**src/rtl/ifu_axil_master_if.sv**
```systemverilog
// AXI-lite bus between the instruction-fetch master and the instruction SRAM slave.
// The write channels are carried only so that the master can tie them off.
interface ifu_axil_master_if #(
   parameter int unsigned ADDR_W = 32,
   parameter int unsigned DATA_W = 32
);
   logic [ADDR_W-1:0]   araddr;
   logic                arvalid;
   logic                arready;
   logic [DATA_W-1:0]   rdata;
   logic [1:0]          rresp;
   logic                rvalid;
   logic                rready;
   logic [ADDR_W-1:0]   awaddr;
   logic                awvalid;
   logic                awready;
   logic [DATA_W-1:0]   wdata;
   logic [DATA_W/8-1:0] wstrb;
   logic                wvalid;
   logic                wready;
   logic [1:0]          bresp;
   logic                bvalid;
   logic                bready;

   modport master (
      output araddr, arvalid, rready, awaddr, awvalid, wdata, wstrb, wvalid, bready,
      input  arready, rdata, rresp, rvalid, awready, wready, bresp, bvalid
   );

   modport slave (
      input  araddr, arvalid, rready, awaddr, awvalid, wdata, wstrb, wvalid, bready,
      output arready, rdata, rresp, rvalid, awready, wready, bresp, bvalid
   );
endinterface

```
**src/rtl/ifu_axil_master.sv**
```systemverilog
// Instruction-fetch AXI-lite master: one AR/R per instruction, valid/ready to decode, PC redirects.
// Define IFU_PERF_CNT_EN to build the fetch/stall performance counters.
module ifu_axil_master #(
   parameter int unsigned           ADDR_W   = 32,
   parameter int unsigned           DATA_W   = 32,
   parameter logic [ADDR_W-1:0]     RESET_PC = 32'h8000_0000
) (
   input  logic                 clk,
   input  logic                 rst,
   ifu_axil_master_if.master    bus,
   output logic [DATA_W-1:0]    inst,
   output logic [ADDR_W-1:0]    inst_pc,
   output logic                 inst_err,
   output logic                 inst_valid,
   input  logic                 inst_ready,
   input  logic                 redirect_valid,
   input  logic [ADDR_W-1:0]    redirect_pc,
   output logic [31:0]          perf_fetch_cnt,
   output logic [31:0]          perf_stall_cnt
);

   typedef enum logic [1:0] {StIdle, StAr, StR, StOut} state_e;

   state_e              state_q, state_d;
   logic [ADDR_W-1:0]   pc_q, pc_d;
   logic                redir_pend_q, redir_pend_d;
   logic [ADDR_W-1:0]   redir_pc_q, redir_pc_d;
   logic [DATA_W-1:0]   inst_q, inst_d;
   logic [ADDR_W-1:0]   inst_pc_q, inst_pc_d;
   logic                inst_err_q, inst_err_d;
   logic [ADDR_W-1:0]   redirect_tgt;
   logic                fetch_inc;

   assign redirect_tgt = {redirect_pc[ADDR_W-1:2], 2'b00};

   always_comb begin
      state_d      = state_q;
      pc_d         = pc_q;
      redir_pend_d = redir_pend_q;
      redir_pc_d   = redir_pc_q;
      inst_d       = inst_q;
      inst_pc_d    = inst_pc_q;
      inst_err_d   = inst_err_q;
      fetch_inc    = 1'b0;
      unique case (state_q)
         StIdle: begin
            if (redirect_valid) pc_d = redirect_tgt;
            redir_pend_d = 1'b0;
            state_d      = StAr;
         end
         StAr: begin
            if (redirect_valid) begin
               redir_pend_d = 1'b1;
               redir_pc_d   = redirect_tgt;
            end
            if (bus.arready) state_d = StR;
         end
         StR: begin
            if (redirect_valid) begin
               redir_pend_d = 1'b1;
               redir_pc_d   = redirect_tgt;
            end
            if (bus.rvalid) begin
               // A redirect arriving with the beat still discards it; the newest target wins.
               if (redirect_valid || redir_pend_q) begin
                  pc_d         = redirect_valid ? redirect_tgt : redir_pc_q;
                  redir_pend_d = 1'b0;
                  state_d      = StAr;
               end else begin
                  inst_d     = bus.rdata;
                  inst_err_d = (bus.rresp != 2'b00);
                  inst_pc_d  = pc_q;
                  state_d    = StOut;
               end
            end
         end
         StOut: begin
            if (redirect_valid) begin
               pc_d         = redirect_tgt;
               redir_pend_d = 1'b0;
               state_d      = StAr;
            end else if (inst_ready) begin
               pc_d         = pc_q + ADDR_W'(4);
               redir_pend_d = 1'b0;
               fetch_inc    = 1'b1;
               state_d      = StAr;
            end
         end
         default: state_d = StIdle;
      endcase
   end

   always_ff @(posedge clk) begin
      if (rst) begin
         state_q      <= StIdle;
         pc_q         <= RESET_PC;
         redir_pend_q <= 1'b0;
         redir_pc_q   <= '0;
         inst_q       <= DATA_W'(32'h0000_0013);
         inst_pc_q    <= RESET_PC;
         inst_err_q   <= 1'b0;
      end else begin
         state_q      <= state_d;
         pc_q         <= pc_d;
         redir_pend_q <= redir_pend_d;
         redir_pc_q   <= redir_pc_d;
         inst_q       <= inst_d;
         inst_pc_q    <= inst_pc_d;
         inst_err_q   <= inst_err_d;
      end
   end

   assign bus.araddr  = pc_q;
   assign bus.arvalid = (state_q == StAr);
   assign bus.rready  = (state_q == StR);
   assign bus.awaddr  = '0;
   assign bus.awvalid = 1'b0;
   assign bus.wdata   = '0;
   assign bus.wstrb   = '0;
   assign bus.wvalid  = 1'b0;
   assign bus.bready  = 1'b0;

   assign inst       = inst_q;
   assign inst_pc    = inst_pc_q;
   assign inst_err   = inst_err_q;
   assign inst_valid = (state_q == StOut);

`ifdef IFU_PERF_CNT_EN
   logic [31:0] fetch_cnt_q, fetch_cnt_d;
   logic [31:0] stall_cnt_q, stall_cnt_d;

   always_comb begin
      fetch_cnt_d = fetch_cnt_q + 32'(fetch_inc);
      stall_cnt_d = stall_cnt_q + 32'((state_q == StAr) || (state_q == StR));
   end

   always_ff @(posedge clk) begin
      if (rst) begin
         fetch_cnt_q <= '0;
         stall_cnt_q <= '0;
      end else begin
         fetch_cnt_q <= fetch_cnt_d;
         stall_cnt_q <= stall_cnt_d;
      end
   end

   assign perf_fetch_cnt = fetch_cnt_q;
   assign perf_stall_cnt = stall_cnt_q;
`else
   logic unused_fetch_inc;
   assign unused_fetch_inc = fetch_inc;
   assign perf_fetch_cnt   = 32'h0;
   assign perf_stall_cnt   = 32'h0;
`endif

   logic unused_inputs;
   assign unused_inputs = ^{bus.awready, bus.wready, bus.bresp, bus.bvalid, redirect_pc[1:0]};

endmodule
```
**src/flat_wrapper.sv**
```systemverilog
// flat-port wrapper written by rule: the top's interface ports become plain ports
module ifu_axil_master_flat 
#(
   parameter int unsigned           ADDR_W   = 32,
   parameter int unsigned           DATA_W   = 32,
   parameter logic [ADDR_W-1:0]     RESET_PC = 32'h8000_0000
)
  (clk, rst, inst, inst_pc, inst_err, inst_valid, inst_ready, redirect_valid, redirect_pc, perf_fetch_cnt, perf_stall_cnt, bus_araddr, bus_arvalid, bus_rready, bus_awaddr, bus_awvalid, bus_wdata, bus_wstrb, bus_wvalid, bus_bready, bus_arready, bus_rdata, bus_rresp, bus_rvalid, bus_awready, bus_wready, bus_bresp, bus_bvalid);
  ifu_axil_master_if #(.ADDR_W(ADDR_W), .DATA_W(DATA_W)) bus_i ();
  input  logic clk;
  input  logic rst;
  output logic [DATA_W-1:0] inst;
  output logic [ADDR_W-1:0] inst_pc;
  output logic inst_err;
  output logic inst_valid;
  input  logic inst_ready;
  input  logic redirect_valid;
  input  logic [ADDR_W-1:0] redirect_pc;
  output logic [31:0] perf_fetch_cnt;
  output logic [31:0] perf_stall_cnt;
  output wire logic [$bits(bus_i.araddr)-1:0] bus_araddr;
  output wire logic [$bits(bus_i.arvalid)-1:0] bus_arvalid;
  output wire logic [$bits(bus_i.rready)-1:0] bus_rready;
  output wire logic [$bits(bus_i.awaddr)-1:0] bus_awaddr;
  output wire logic [$bits(bus_i.awvalid)-1:0] bus_awvalid;
  output wire logic [$bits(bus_i.wdata)-1:0] bus_wdata;
  output wire logic [$bits(bus_i.wstrb)-1:0] bus_wstrb;
  output wire logic [$bits(bus_i.wvalid)-1:0] bus_wvalid;
  output wire logic [$bits(bus_i.bready)-1:0] bus_bready;
  input wire logic [$bits(bus_i.arready)-1:0] bus_arready;
  input wire logic [$bits(bus_i.rdata)-1:0] bus_rdata;
  input wire logic [$bits(bus_i.rresp)-1:0] bus_rresp;
  input wire logic [$bits(bus_i.rvalid)-1:0] bus_rvalid;
  input wire logic [$bits(bus_i.awready)-1:0] bus_awready;
  input wire logic [$bits(bus_i.wready)-1:0] bus_wready;
  input wire logic [$bits(bus_i.bresp)-1:0] bus_bresp;
  input wire logic [$bits(bus_i.bvalid)-1:0] bus_bvalid;
  assign bus_araddr = bus_i.araddr;
  assign bus_arvalid = bus_i.arvalid;
  assign bus_rready = bus_i.rready;
  assign bus_awaddr = bus_i.awaddr;
  assign bus_awvalid = bus_i.awvalid;
  assign bus_wdata = bus_i.wdata;
  assign bus_wstrb = bus_i.wstrb;
  assign bus_wvalid = bus_i.wvalid;
  assign bus_bready = bus_i.bready;
  assign bus_i.arready = bus_arready;
  assign bus_i.rdata = bus_rdata;
  assign bus_i.rresp = bus_rresp;
  assign bus_i.rvalid = bus_rvalid;
  assign bus_i.awready = bus_awready;
  assign bus_i.wready = bus_wready;
  assign bus_i.bresp = bus_bresp;
  assign bus_i.bvalid = bus_bvalid;
  ifu_axil_master #(.ADDR_W(ADDR_W), .DATA_W(DATA_W), .RESET_PC(RESET_PC)) u_core (.clk(clk), .rst(rst), .bus(bus_i), .inst(inst), .inst_pc(inst_pc), .inst_err(inst_err), .inst_valid(inst_valid), .inst_ready(inst_ready), .redirect_valid(redirect_valid), .redirect_pc(redirect_pc), .perf_fetch_cnt(perf_fetch_cnt), .perf_stall_cnt(perf_stall_cnt));
endmodule
```
**config.mk**
```make
export PLATFORM = sky130hd
export DESIGN_NAME = ifu_axil_master_flat
export DESIGN_NICKNAME = d
export VERILOG_FILES = /design/src/rtl/ifu_axil_master_if.sv /design/src/rtl/ifu_axil_master.sv /design/src/flat_wrapper.sv
export SDC_FILE = /design/constraint.sdc
export NUM_CORES = 1
export LEC_CHECK = 0
export CAP_MARGIN = 0
export CORE_MARGIN = 3
export CORE_UTILIZATION = 35
export DETAILED_ROUTE_END_ITERATION = 10
export PLACE_DENSITY_LB_ADDON = 0.1
export SKIP_CTS_REPAIR_TIMING = 1
export SYNTH_ARGS = -nofsm -noshare
export SYNTH_HDL_FRONTEND = slang
export SYNTH_SLANG_ARGS = --single-unit
```
**constraint.sdc**
```tcl
create_clock -name clk -period 3.7 [get_ports clk]
set_input_delay 0.74 -clock clk [delete_from_list [all_inputs] [get_ports clk]]
set_output_delay 0.74 -clock clk [all_outputs]
set_load 0.005 [all_outputs]
```
=== Word level (Yosys, flattened, before mapping) ===
Index checks and enable logic that the tools add are counted.

* Add/subtract/negate cells: 1
* $mul: 0
* Divide/modulo/power cells: 0
* $lt $le $gt $ge: 0
* Equal/unequal tests: 8
* Shifts and indexed selects: 0
* Muxes and demuxes: 19
* Bitwise gates (word level): 1
* Reductions and logical operators: 8

{| class="wikitable"
|+ Operator list
! cell !! number
|-
| 2-to-1 mux 32 bit || 6
|-
| one-hot mux 32 bit (3 select lines) || 1
|-
| adder 32 x 3 -> 32 bit (second input constant) || 1
|-
| 2-to-1 mux 2 bit || 5
|-
| one-hot mux 2 bit (4 select lines) || 1
|-
| inequality test 2 x 1 -> 1 bit (second input constant) || 3
|-
| AND reduction 3 bit || 2
|-
| 2-to-1 mux 1 bit || 5
|-
| AND reduction 5 bit || 1
|-
| equality test 2 bit (second input constant) || 2
|-
| one-hot mux 1 bit (4 select lines) || 1
|-
| inequality test 3 x 1 -> 1 bit (second input constant) || 1
|-
| nonzero test 3 bit || 1
|-
| equality test 2 x 1 -> 1 bit (second input constant) || 1
|-
| logical NOT 2 bit || 1
|-
| inequality test 2 bit (second input constant) || 1
|-
| nonzero test 2 bit || 1
|-
| OR reduction 2 bit || 1
|-
| logical OR 1 bit || 1
|-
| inverter 1 bit || 1
|}

* Bits in registers: 132
* Bits in latches: 0
* Bits in writable memories: 0
* Memory bits (read-only): 0
* Input port bits: 77
* Output and inout bits: 235
* Logic and storage cells: 44
* Memories kept: 0

=== Depth between registers and ports, before layout ===
* Depth in word-level cells: 4
* Mapped depth: 9
* Mapped depth without buffers: 7

=== Least setup slack after synthesis ===
Ideal clock, no wire load.

* Kind: input -> register
* From: input port redirect_valid
* To: register u_core.pc_q[28] (netlist: u_core.bus.araddr[28])
* Arrival: 2,069 ps
* Required time: 3,566 ps
* Slack: 1,497 ps
* Stages: 5
* Buffers on the path: 1
* Cell sequence: clkbuf_1 o21bai_1 nand2_1 and3_1 or4_1

* Word-level cells in the longest chain between the ends: 4
* Elaborated cells on any way between the ends: 10
* Classes of those cells: 3 x eq/ne; 5 x mux; 2 x reduce/logical

{| class="wikitable"
|+ Ends and longest elaborated chain
! item !! RTL line !! source
|-
| start: declaration || flat_wrapper.sv:17 || <nowiki>input logic redirect_valid;</nowiki>
|-
| 2-to-1 mux 32 bit || - ||
|-
| 2-to-1 mux 32 bit || ifu_axil_master.sv:65 || <nowiki>if (redirect_valid || redir_pend_q) begin</nowiki>
|-
| 2-to-1 mux 32 bit || ifu_axil_master.sv:63 || <nowiki>if (bus.rvalid) begin</nowiki>
|-
| one-hot mux 32 bit (3 select lines) || ifu_axil_master.sv:45 || <nowiki>unique case (state_q)</nowiki>
|-
| end signal: assignment || ifu_axil_master.sv:104 || <nowiki>pc_q <= pc_d;</nowiki>
|-
| end: declaration || ifu_axil_master.sv:25 || <nowiki>logic [ADDR_W-1:0] pc_q, pc_d;</nowiki>
|}

Several ways; a longest one is shown, not always the timed one. The select of a mux whose other input is x is not followed.
A chain may end at the register's enable or synchronous reset.

=== Final worst setup path ===
* From: register u_core.state_q[0]
* To: register u_core.pc_q[28] (netlist: u_core.bus.araddr[28])

* Word-level cells in the longest chain between the ends: 3
* Elaborated cells on any way between the ends: 10
* Classes of those cells: 6 x eq/ne; 1 x mux; 3 x reduce/logical

{| class="wikitable"
|+ Ends and longest elaborated chain
! item !! RTL line !! source
|-
| start: declaration || ifu_axil_master.sv:24 || <nowiki>state_e state_q, state_d;</nowiki>
|-
| start signal: assignment || ifu_axil_master.sv:95 || <nowiki>state_q <= StIdle;</nowiki>
|-
| start signal: assignment || ifu_axil_master.sv:103 || <nowiki>state_q <= state_d;</nowiki>
|-
| equality test 2 bit / logical NOT 2 bit (equally long branches) || ifu_axil_master.sv:45 ||
|-
| inequality test 3 x 1 -> 1 bit (no source line), or another cell as far along || - ||
|-
| AND reduction 5 bit (no source line) || - ||
|}

Several ways; a longest one is shown, not always the timed one.

==> impl_metrics.csv <==
group,metric,value,unit
synthesis,synth_top_cell_by_area,"dfxtp_1",
drt,num_vias,6266,
run,maxCapViolations,0,
floorplanning,die_area,21100,µm²
place,gp_congestion,0.857,
sta,worst_slew_pin_slew,0.758,ns
synthesis,postSynth.asyncResetShare,0,%
power,powerDensity,456,nW/µm²
critical_path,critPathRequiredTime,3.99,ns
synthesis,yosys-top-cells-area,"dfxtp_1 39%, buf_4 15%, nand2_1 12%, a21oi_1 8.6%, clkbuf_1 2.4%",
critical_path,crit_family,"simple AND/OR/NAND/NOR gates",
clock_network,clk_transition_reported_paths,0.06,ns
clock_network,cts_tree,"done",
clock_network,cts_root_buf,"clkbuf_16",
sta,rsz0062_at_grt,"false",
synthesis,yosys.area.top_type_share,39.0,%
grt,antenna_found_initial,0,
grt,grt_max_degree,67,
synthesis,yosysMostFrequentCell,"nand2_1",
place,dpl.hpwl,15000,µm
clock_network,worst_skew_pair.late_latency,0.42,ns
cells_and_area,drive_above_1_share,6.09,%
synthesis,synth_seq_cells,132,
clock_network,cts_sinks,132,
critical_path,end_kind,"flip-flop",
sta,hold_viol_final,0,
critical_path,r2r-start,"u_core.state_q[0]",
place,portBuffers,169,
critical_path,worstPathCellList,"ha_1 > nor3b_1 > nor3_2 > nand2_1 > buf_4 > nor3_1 > or4_1",
drt,drc,0,
synthesis,syn-cell-area,6780,µm²
critical_path,cp.arrival,2.88,ns
floorplanning,rows,50,
drt,wirelength,21300,µm
synthesis,synth_cells,883,
cells_and_area,area_growth,31.1,%
floorplanning,io_pins,312,
sta,clock.fmax,387,MHz
critical_path,cp_max_fo,16,
power,ir_worst_vdd,0.000327,V
synthesis,syn_avg_cell_area,7.68,µm²
synthesis,synthTopCellsByCount,"218 x nand2_1, 135 x buf_4, 132 x dfxtp_1, 116 x a21oi_1, 44 x clkbuf_1",
drt,detail-route-antenna-nets,0,
synthesis,synth_ff_type,"dfxtp_1",
worst_hold_path,holdCritStartpoint,"u_core.inst[2]",
clock_network,ctsHtreeMaxLevel,4,
worst_hold_path,hp-class,"reg2reg",
grt,grt_pass1_vias,5672,
sta,final.min_clock_period,2.58,ns
run_status,status,"completed",
power,p_leak,3.38,nW
grt,grt_pass1_wl,32700,µm
floorplanning,die_h,145,µm
floorplanning,die_x,145,µm
sta,setup_viol,0,
drt,firstDrtPassIters,5,
sta,max_slew_margin,49.4,%
synthesis,yosysWarnings,0,
power,p_total,4.05,mW
critical_path,start_kind,"flip-flop",
drt,avgRoutedWirePerCell,16.3,µm
sta,skew,0.0122,ns
critical_path,critPathKind,"reg2reg",
critical_path,cp_slowest_cell,"or4_1",
cells_and_area,fin_nets,1121,
cells_and_area,diodes,0,
clock_network,clk_path_buf_depth,2,
critical_path,max_stage_delay,0.53,ns
synthesis,yosysSeqAreaShare,39.0,%
synthesis,yosysUniqueCellTypes,53,
drt,vias_per_cell,4.78,
synthesis,synth_edf_count,0,
floorplanning,core_area,18900,µm²
sta,fin_crit_sh,69.8,%
floorplanning,start_util,35.9,%
clock_network,cts_made_buffers,17,
drt,drt_iter0_drc,456,
sta,hold_ws,0.451,ns
grt,grt_usage,19.3,%
grt,grt.overflow.total,0,
critical_path,startpoint,"u_core.state_q[0]",
sta,tns,0,ns
critical_path,cp_num_buf_inv,1,
sta,maxSlewViolCount,0,
==> worst reg2reg max path, stage by stage (launching register included) <==
cell	delay, ns
dfxtp_1	0.42
ha_1	0.39
nor3b_1	0.46
nor3_2	0.20
nand2_1	0.14
buf_4	0.24
nor3_1	0.08
or4_1	0.53
==> cell type report <==
class	instances	area [µm²]
Clock buffer	24	512
Fill cell	1942	10000
Multi-Input combinational cell	686	3390
Timing Repair Buffer	189	1850
Clock inverter	8	120
Tap cell	260	325
Sequential cell	132	2640
Inverter	12	45.0
==> logic make-up after synthesis <==
| group | count (synthesis) | share of synthesized area, % |
|---|---|---|
| other | 1 | 0.0553 |
| adders and majority gates | 6 | 1.11 |
| buffers and inverters | 199 | 18.6 |
| and+or+nand+nor | 336 | 22.5 |
| DFF | 132 | 39.0 |
| muxes | 3 | 0.461 |
| AOI/OAI and AO/OA | 206 | 18.4 |
==> cell usage in the layout (no fill, tap or decap), types with 7 or more instances in the layout <==
master | synthesis | final
nand4_1 | 12 | 12
a22oi_1 | 19 | 19
and3_1 | 8 | 8
nand2_1 | 218 | 217
clkdlybuf4s50_1 | 0 | 168
a21oi_1 | 116 | 116
inv_1 | 12 | 12
clkbuf_16 | 0 | 17
nand3_1 | 22 | 22
dfxtp_1 | 132 | 132
buf_4 | 135 | 20
nor2_1 | 25 | 25
nor3_1 | 13 | 13
conb_1 | 1 | 135
o32ai_1 | 7 | 7
o21ai_0 | 21 | 21
==> registers in the layout, summed over array words and instances (netlist names) <==
signal,flops
u_core.redir_pend_q,1
u_core.inst_pc,32
u_core.redir_pc_q,32
u_core.inst,32
u_core.bus.araddr,32
u_core.state_q,2
u_core.inst_err,1
==> where the power goes <==
group	switching (mW)	internal [mW]
Sequential	0.134	1.51
Combinational	0.334	0.288
Clock	0.627	1.16
==> metal layers <==
| layer | global-route usage [%] | part of all wire, % | vias up |
|---|---|---|---|
| li1 | - | - | 3067 |
| met1 | 25.8 | 45 | 2940 |
| met2 | 31.1 | 47 | 246 |
| met3 | 5.15 | 7.2 | 13 |
| met4 | 4.65 | 0.69 | 0 |
| met5 | 0 | 0 | - |
==> worst paths after layout <==
check                          endpoint  slack, ns  cells past startpoint
setup / recovery  u_core.bus.araddr[28]       1.12                      7
hold / removal           u_core.inst[2]       0.45                      2
setup reg to reg  u_core.bus.araddr[28]       1.12                      7
hold reg to reg          u_core.inst[2]       0.45                      2
==> per-stage QoR <==
stage	util [%]	setup slack, ns	cell area (µm²)	instances
after floorplan	-	1.50	7290	1017
after global placement	43.7	0.801	8260	1279
after detailed placement	43.7	0.829	8260	1279
after CTS	47.1	1.14	8890	1311
after global routing	47.1	0.948	8890	1311
final	47.1	1.12	8890	1311
(Power assumes the default switching activity.)
